### src/rtl/pe_result_store_pkg.sv
// Shared constants, types and helpers for the PE result write-back path.
package pe_result_store_pkg;

    localparam int unsigned DATA_W     = 32;
    localparam int unsigned ADDR_W     = 32;
    localparam int unsigned LANE_N     = 4;
    localparam int unsigned LANE_IDX_W = 2;
    localparam int unsigned CNT_W      = 5;
    localparam int unsigned DIMEN_W    = 2;
    localparam int unsigned WE_W       = 4;

    // Full-word byte write enable for BRAM port B
    localparam logic [WE_W-1:0] WE_ALL = 4'hF;

    // Store engine states
    typedef logic [1:0] state_t;
    localparam state_t ST_IDLE      = 2'd0;
    localparam state_t ST_WAIT_BEAT = 2'd1;
    localparam state_t ST_WRITE     = 2'd2;
    localparam state_t ST_DONE      = 2'd3;

    // Four PE result lanes, lane 0 in the low word
    typedef logic [LANE_N-1:0][DATA_W-1:0] lane_vec_t;

    // A captured result beat: remaining lane mask plus lane data
    typedef struct packed {
        logic [LANE_N-1:0] mask;
        lane_vec_t         data;
    } beat_t;

    // DIMEN code to transaction word count; shared with the fetch unit
    function automatic logic [CNT_W-1:0] dimen_to_words(input logic [DIMEN_W-1:0] dimen);
        logic [CNT_W-1:0] words;
        case (dimen)
            2'd0:    words = 5'd2;
            2'd1:    words = 5'd4;
            2'd2:    words = 5'd8;
            default: words = 5'd16;
        endcase
        return words;
    endfunction

endpackage

### src/rtl/pe_result_store_lane_select.sv
// Lowest-set-bit priority encoder over the remaining lane mask.
module pe_lane_select
    import pe_result_store_pkg::*;
(
    input  logic [LANE_N-1:0]     mask,
    output logic [LANE_IDX_W-1:0] lane_idx_c,
    output logic [LANE_N-1:0]     clear_c
);

    // Scan from the top so the lowest set bit wins
    always_comb begin
        lane_idx_c = '0;
        clear_c    = '0;
        for (int i = LANE_N - 1; i >= 0; i--) begin
            if (mask[i]) begin
                lane_idx_c = LANE_IDX_W'(i);
                clear_c    = LANE_N'(1) << i;
            end
        end
    end

endmodule

### src/rtl/pe_result_store.sv
// Drains masked PE result beats into BRAM port B, one word per cycle,
// at consecutive addresses from a latched base until N words are written.
module pe_result_store
    import pe_result_store_pkg::*;
(
    input  logic                  CLK,
    input  logic                  RST,
    input  logic                  STORE_START,
    input  logic [ADDR_W-1:0]     BASE_ADDR,
    input  logic [DIMEN_W-1:0]    DIMEN,
    input  logic                  RES_VALID,
    output logic                  RES_READY,
    input  logic [LANE_N-1:0]     RES_MASK,
    input  logic [DATA_W-1:0]     PE_DOUT_0,
    input  logic [DATA_W-1:0]     PE_DOUT_1,
    input  logic [DATA_W-1:0]     PE_DOUT_2,
    input  logic [DATA_W-1:0]     PE_DOUT_3,
    output logic [ADDR_W-1:0]     addrb,
    output logic [DATA_W-1:0]     dinb,
    output logic                  enb,
    output logic [WE_W-1:0]       web,
    output logic                  BUSY,
    output logic                  STORE_DONE,
    output logic [CNT_W-1:0]      WORD_CNT
);

    state_t              state;
    state_t              state_nxt;
    logic [ADDR_W-1:0]   base_q;
    logic [ADDR_W-1:0]   base_nxt;
    logic [CNT_W-1:0]    words_q;
    logic [CNT_W-1:0]    words_nxt;
    beat_t               beat_q;
    beat_t               beat_nxt;
    logic [CNT_W-1:0]    cnt_nxt;

    logic [ADDR_W-1:0]   addrb_nxt;
    logic [DATA_W-1:0]   dinb_nxt;
    logic                enb_nxt;
    logic [WE_W-1:0]     web_nxt;
    logic                ready_nxt;
    logic                busy_nxt;
    logic                done_nxt;

    lane_vec_t           pe_lanes;
    lane_vec_t           lane_src;
    logic [LANE_N-1:0]   sel_mask;
    logic [LANE_IDX_W-1:0] sel_idx;
    logic [LANE_N-1:0]   sel_clear;
    logic                do_write;

    assign pe_lanes = {PE_DOUT_3, PE_DOUT_2, PE_DOUT_1, PE_DOUT_0};

    // First write of a beat launches at the acceptance edge from the live
    // inputs; later writes come from the captured copy.
    assign lane_src = (state == ST_WAIT_BEAT) ? pe_lanes : beat_q.data;
    assign sel_mask = (state == ST_WAIT_BEAT) ? RES_MASK : beat_q.mask;

    pe_lane_select u_lane_select (
        .mask       (sel_mask),
        .lane_idx_c (sel_idx),
        .clear_c    (sel_clear)
    );

    // Next-state and next-output decode
    always_comb begin
        state_nxt = state;
        base_nxt  = base_q;
        words_nxt = words_q;
        beat_nxt  = beat_q;
        cnt_nxt   = WORD_CNT;
        addrb_nxt = addrb;
        dinb_nxt  = dinb;
        enb_nxt   = 1'b0;
        web_nxt   = '0;
        do_write  = 1'b0;

        case (state)
            ST_IDLE: begin
                if (STORE_START) begin
                    base_nxt  = BASE_ADDR;
                    words_nxt = dimen_to_words(DIMEN);
                    cnt_nxt   = '0;
                    state_nxt = ST_WAIT_BEAT;
                end
            end
            ST_WAIT_BEAT: begin
                // Zero-mask beats are consumed without leaving this state
                if (RES_VALID && RES_READY && (RES_MASK != '0)) begin
                    beat_nxt.data = pe_lanes;
                    do_write      = 1'b1;
                    state_nxt     = ST_WRITE;
                end
            end
            ST_WRITE: begin
                // Count reached: leftover lanes of this beat are dropped
                if (WORD_CNT == words_q) begin
                    state_nxt = ST_DONE;
                end else if (beat_q.mask == '0) begin
                    state_nxt = ST_WAIT_BEAT;
                end else begin
                    do_write = 1'b1;
                end
            end
            ST_DONE: begin
                state_nxt = ST_IDLE;
            end
            default: begin
                state_nxt = ST_IDLE;
            end
        endcase

        if (do_write) begin
            addrb_nxt     = base_q + ADDR_W'(WORD_CNT);
            dinb_nxt      = lane_src[sel_idx];
            enb_nxt       = 1'b1;
            web_nxt       = WE_ALL;
            cnt_nxt       = WORD_CNT + CNT_W'(1);
            beat_nxt.mask = sel_mask & ~sel_clear;
        end

        ready_nxt = (state_nxt == ST_WAIT_BEAT);
        busy_nxt  = (state_nxt != ST_IDLE);
        done_nxt  = (state_nxt == ST_DONE);
    end

    // State and registered outputs
    always_ff @(posedge CLK) begin
        if (RST) begin
            state      <= ST_IDLE;
            base_q     <= '0;
            words_q    <= '0;
            beat_q     <= '0;
            WORD_CNT   <= '0;
            addrb      <= '0;
            dinb       <= '0;
            enb        <= 1'b0;
            web        <= '0;
            RES_READY  <= 1'b0;
            BUSY       <= 1'b0;
            STORE_DONE <= 1'b0;
        end else begin
            state      <= state_nxt;
            base_q     <= base_nxt;
            words_q    <= words_nxt;
            beat_q     <= beat_nxt;
            WORD_CNT   <= cnt_nxt;
            addrb      <= addrb_nxt;
            dinb       <= dinb_nxt;
            enb        <= enb_nxt;
            web        <= web_nxt;
            RES_READY  <= ready_nxt;
            BUSY       <= busy_nxt;
            STORE_DONE <= done_nxt;
        end
    end

endmodule

### config.mk
export PLATFORM = sky130hd
export DESIGN_NAME = pe_result_store
export DESIGN_NICKNAME = d
export VERILOG_FILES = /design/src/rtl/pe_result_store_pkg.sv /design/src/rtl/pe_result_store_lane_select.sv /design/src/rtl/pe_result_store.sv
export SDC_FILE = /design/constraint.sdc
export NUM_CORES = 1
export LEC_CHECK = 0
export ABC_AREA = 1
export BUFFER_PORTS_ARGS = -buffer_cell sky130_fd_sc_hd__buf_2
export CAP_MARGIN = 20
export CELL_PAD_IN_SITES_DETAIL_PLACEMENT = 1
export CELL_PAD_IN_SITES_GLOBAL_PLACEMENT = 1
export CORE_AREA = 2 2 170 213
export CTS_CLUSTER_SIZE = 14
export DETAILED_ROUTE_END_ITERATION = 16
export DIE_AREA = 0 0 172 215
export GPL_TIMING_DRIVEN = 0
export HOLD_SLACK_MARGIN = 0.15
export PLACE_DENSITY_LB_ADDON = 0.1
export SLEW_MARGIN = 20
export SYNTH_ARGS = -nofsm -noshare
export SYNTH_HDL_FRONTEND = slang
export SYNTH_HIERARCHICAL = 1
export SYNTH_SLANG_ARGS = --single-unit
### constraint.sdc
create_clock -name CLK -period 3 [get_ports CLK]
set_clock_uncertainty 0.15 [all_clocks]
set_input_delay 0.45 -clock CLK [delete_from_list [all_inputs] [get_ports CLK]]
set_output_delay 0.45 -clock CLK [all_outputs]
set_load 0.01 [all_outputs]
# Word-level counts from Yosys, hierarchy flattened
# Cells that the tools add are included.
# totals
out_inout_bits	77
reg_bits	248
# classes
n_lt_le_gt_ge	1
mux	27
add_sub_neg	2
reduce_logical	12
n_bitwise	2
n_eq_ne	8
# ops
operator	n
2-to-1 mux 128 bit	1
binary-select mux 32 bit (select 2 bit)	1
adder 32 x 5 -> 32 bit	1
2-to-1 mux 32 bit	1
2-to-1 mux 4 bit	6
2-to-1 mux 2 bit	8
2-to-1 mux 5 bit	3
one-hot mux 5 bit (3 select lines)	1
equality test 2 bit, second input constant	4
one-hot mux 2 bit (4 select lines)	1
equality test 2 x 1 -> 1 bit, second input constant	3
AND reduction 2 bit	3
nonzero test 2 bit	3
adder 5 x 1 -> 5 bit, second input constant	1
equality test 5 bit	1
AND 4 bit	1
zero test 2 bit	2
zero test 4 bit	1
2-to-1 mux 1 bit	4
NOT 4 bit	1
nonzero test 4 bit	1
< comparator 2 x 3 -> 1 bit, second input constant	1
logical AND 1 bit	2
one-hot mux 1 bit (2 select lines)	1

# Longest topological paths before layout
# logic_depth
depth_word	8
mapped_depth	20
depth_no_buf	16

# By module
# The synthesis kept the hierarchy.
# modules_own_cells
mod	area_per_inst_um2	n_inst	cells_each	seq_area_each_um2
pe_result_store	12034.0	1	1803	4864.7
pe_lane_select	61.3	1	13	0.0

# Worst setup path before layout
# Ideal clock, no wire load.
# synth_path
path_type	register -> register
startpoint	register state[1]
endpoint	register dinb[3]
required_ps	2734
arrival_time_ps	2632
period_less_slack_ps	2897
stages_incl_launch_ff	20
setup_slack_ps	103
cell_sequence	dfxtp_1 inv_1 ha_1 buf_2 inv_4 buf_2 clkbuf_1 o21ai_0 inv_1 nand2_1 nand2_1 buf_2 clkbuf_1 a21oi_1 o21ai_0 o21ai_0 nand2_1 nand2_1 o21ai_0 nor2_1
# synth_between
elab_cells_between_ends	11
# synth_rtl
item	line	text
start, declared	pe_result_store.sv:27	state_t state;
start signal, assigned	pe_result_store.sv:143	state <= state_nxt;
equality test 2 x 1 -> 1 bit	pe_result_store.sv:57	assign sel_mask = (state == ST_WAIT_BEAT) ? RES_MASK : beat_q.mask;
2-to-1 mux 4 bit	pe_result_store.sv:57	
named net sel_mask[0]	pe_result_store.sv:47	logic [LANE_N-1:0] sel_mask;
2-to-1 mux 2 bit	pe_result_store_lane_select.sv:15	if (mask[i]) begin
named net sel_idx[0]	pe_result_store.sv:48	logic [LANE_IDX_W-1:0] sel_idx;
binary-select mux 32 bit (select 2 bit)	pe_result_store.sv:115	dinb_nxt = lane_src[sel_idx];
2-to-1 mux 32 bit (not written as such)	pe_result_store.sv:115	
end signal, assigned	pe_result_store.sv:149	dinb <= dinb_nxt;
end, declared	pe_result_store.sv:19	output logic [DATA_W-1:0] dinb,
# The timed path passes the listed nets, and every way through them passes these cells. The select of a mux whose other input is x is not followed.
# A chain may end at the register's enable or synchronous reset.

# Worst setup path after layout
# layout_path
startpoint	register state[1]
endpoint	register dinb[30]
# The elaborated chain is that of the path after synthesis.

==> impl_metrics.csv <==
group,metric,value,unit
finish,fill_cells,4640,
synthesis,syn_area,0.0121,sq mm
detailed_routing,wire_per_inst,19.1,microns
synthesis,synth.most_common_cell,"o21ai_0",
synthesis,ys_seq_elements,243,
setup_path,path_class,"flip-flop to flip-flop",
global_routing,overflow,0,
synthesis,async_flop_share,0,%
finish,layout-drive-gt1-share,16.2,%
clock_tree,htreeDepth,1,
hold_path,min_from,"STORE_START",
timing,grt_setup_unrepaired,"true",
synthesis,synth-main-ff-cell,"dfxtp_1",
setup_path,cp-start-kind,"flip-flop",
clock_tree,cts_tree,"done",
hold_path,hold_depth,5,
timing,hold_viol_final,0,
synthesis,synth_area_leaders,"dfxtp_1 40%, o21ai_0 14%, a21oi_1 12%",
timing,tightest_slew,0.871,ns
timing,maxSlewHeadroom,41.9,%
synthesis,synth_top_area_share,40.2,%
setup_path,timing.rr.start,"state[1]$_SDFF_PP0_",
placement,gp_congestion,0.889,
clock_tree,path_clk_slew,0.06,ns
setup_path,rr_endpoint,"dinb[30]$_SDFFE_PP0P_",
timing,slew_violations,0,
clock_tree,clock_latency,0.57,ns
detailed_routing,drt_wl_total,52.5,mm
synthesis,synth_edf_count,0,
floorplan,ios,247,
power,power.total,8.48,mW
finish,area_delta_synth_final,37.6,%
floorplan,coreArea,0.0351,sq mm
detailed_routing,drc_errors,0,
placement,dpl.hpwl,38.6,mm
synthesis,avgSynthCellArea,6.66,sq um
setup_path,worstPathArrival,3.21,ns
finish,nets,2438,
floorplan,die-width,172,microns
timing,setup_viol,0,
global_routing,antenna_found_initial,2,
flow_run,max_cap_viol_count,0,
detailed_routing,drt_first_iter_violations,514,
timing,fin_ws,0.0945,ns
global_routing,grt_pass1_wl,80.8,mm
floorplan,die-area,0.0370,sq mm
setup_path,end_kind,"flip-flop",
synthesis,synth_area_leader_cell,"dfxtp_1",
clock_tree,clkSinkCount,243,
synthesis,yosysWarnings,6,
placement,dp_slack,-1.10,ns
hold_path,min_to,"RES_READY$_SDFF_PP0_",
run_status,status,"complete, no violations",
timing,fin_crit_sh,96.8,%
setup_path,r2r_slack,0.09,ns
placement,io_buffers,246,
clock_tree,cts_max_path_buffers,3,
synthesis,synthesis.nets,1996,
clock_tree,clock-root-buffer,"clkbuf_16",
detailed_routing,vias,13900,
floorplan,start_util,34.5,%
timing,whs,0.187,ns
power,p_leak,7.18,nW
setup_path,worstPathRequired,3.31,ns
global_routing,grt_pass1_vias,14700,
power,irDropWorstVdd,0.369,mV
synthesis,ys_types,35,
global_routing,grt_max_degree,19,
global_routing,grt_usage,28.0,%
detailed_routing,firstDrtPassIters,5,
hold_path,hold_class,"input port to flip-flop",
power,p_per_area,509,mW/mm^2
floorplan,rows,77,
timing,max_freq,344,MHz
timing,min_period,2.91,ns
synthesis,synthCells,1816,
floorplan,dieHeight,215,microns
setup_path,path_max_fanout,10,
detailed_routing,antenna_left,0,
synthesis,yosysSeqAreaShare,40.2,%
setup_path,ff2ff_path_depth,16,
detailed_routing,vias_per_cell,5.06,
synthesis,netlist_top_cells_count,"330 x o21ai_0, 296 x nand2_1, 291 x a21oi_1",
clock_tree,cts-buffers-inserted,28,
==> report_power, final <==
part / leakage (nW) / switching (mW) / internal, mW
clock network: 0.451 / 1.45 / 2.02
logic: 4.76 / 1.01 / 0.593
registers: 1.97 / 0.0656 / 3.34
total: 7.18 / 2.52 / 5.95
==> what timing repair did <==
item | 4_1_cts | 5_1_grt
buffers inserted | 4 | 0
endpoints found under the hold margin | 165 | 0
endpoints found under the setup margin | 32 | 30
gates resized for setup | 44 | 37
pin swaps | 1 | 3
hold buffers | 164 | 0
==> cell families (layout without fill, tap and decap cells) <==
| logic type | count (synthesis) | after routing | synth area share, % |
|---|---|---|---|
| xor gates and xnor gates | 23 | 23 | 1.67 |
| other | 0 | 2 | 0 |
| AOI/OAI and AO/OA | 650 | 650 | 27.2 |
| and+or+nand+nor | 549 | 549 | 18.4 |
| buffers and inverters | 341 | 803 | 11.4 |
| DFF | 243 | 243 | 40.2 |
| adders and majority gates | 10 | 10 | 1.10 |
==> area by class of cell <==
class | count | area, sq um | area share, %
Multi-Input combinational cell | 1232 | 5900 | 35.5
Sequential cell | 243 | 4870 | 29.2
Timing Repair Buffer | 414 | 2900 | 17.4
Clock buffer | 44 | 852 | 5.12
Inverter | 212 | 806 | 4.84
Buffer | 127 | 658 | 3.95
Tap cell | 474 | 593 | 3.56
Clock inverter | 6 | 58.8 | 0.353
Antenna cell | 2 | 5.00 | 0.0301
==> through the flow <==
stage / instances / setup TNS, ns / utilization [%] / instance area (sq um)
after floorplan: 1816 / 0 / - / 12100
after global placement: 2536 / -29.00 / 39.7 / 13900
after detailed placement: 2536 / -30.56 / 39.7 / 13900
after CTS: 2752 / 0 / 47.3 / 16600
after global routing: 2754 / -0.0292 / 47.5 / 16600
final: 2754 / 0 / 47.5 / 16600
==> worst max-delay path: stages, from the launching register on <==
cell      delay, ns
dfxtp_2        0.34
inv_1          0.10
ha_1           0.16
buf_4          0.19
inv_8          0.04
clkbuf_8       0.16
nand2_1        0.10
o21ai_4        0.08
nor2_2         0.18
nand2_1        0.12
nand2_1        0.26
inv_1          0.18
clkbuf_2       0.27
nand2_1        0.13
nand2_1        0.12
o21ai_1        0.16
nor2_1         0.04
==> placed cells by master (no fill, tap or decap), types with 11 or more instances in the layout <==
| cell type | netlist | final |
|---|---|---|
| inv_1 | 209 | 209 |
| buf_2 | 18 | 262 |
| a21oi_1 | 291 | 290 |
| dfxtp_1 | 243 | 242 |
| nand3_1 | 36 | 36 |
| nor3_1 | 11 | 11 |
| o21ai_1 | 13 | 26 |
| xor2_1 | 21 | 21 |
| o21ai_0 | 330 | 311 |
| nand2_1 | 296 | 294 |
| nand4_1 | 12 | 12 |
| clkbuf_1 | 91 | 85 |
| nor2_1 | 180 | 180 |
| clkbuf_16 | 0 | 29 |
| dlygate4sd3_1 | 0 | 164 |
| buf_4 | 5 | 13 |
==> sequential cells by signal, summed over array words and instances, names as in the netlist <==
| name | count |
|---|---|
| beat_q | 132 |
| words_q | 4 |
| web | 1 |
| addrb | 32 |
| dinb | 32 |
| base_q | 32 |
| STORE_DONE | 1 |
| WORD_CNT | 5 |
| state | 2 |
| RES_READY | 1 |
| BUSY | 1 |
==> worst max path at each step <==
stage,startpoint,end,slack (ns),cells after the start
6_report,state[1]$_SDFF_PP0_,dinb[30]$_SDFFE_PP0P_,0.09,16
5_1_grt,state[1]$_SDFF_PP0_,dinb[16]$_SDFFE_PP0P_,-0.01,19
4_1_cts,state[1]$_SDFF_PP0_,dinb[16]$_SDFFE_PP0P_,0.04,20
3_5_place_dp,state[1]$_SDFF_PP0_,dinb[27]$_SDFFE_PP0P_,-1.10,19
3_3_place_gp,state[1]$_SDFF_PP0_,dinb[27]$_SDFFE_PP0P_,-1.02,19
2_1_floorplan,state[1]$_SDFF_PP0_,dinb[3]$_SDFFE_PP0P_,0.10,19
==> routing by layer <==
metal	routed length (microns)	global-route usage [%]	share of wire (%)
met5	0	0	0
met4	2130	11.5	4.1
met3	2060	3.31	3.9
met2	27200	52.3	52
met1	21100	31.8	40
Power figures use the tool's default switching activity.
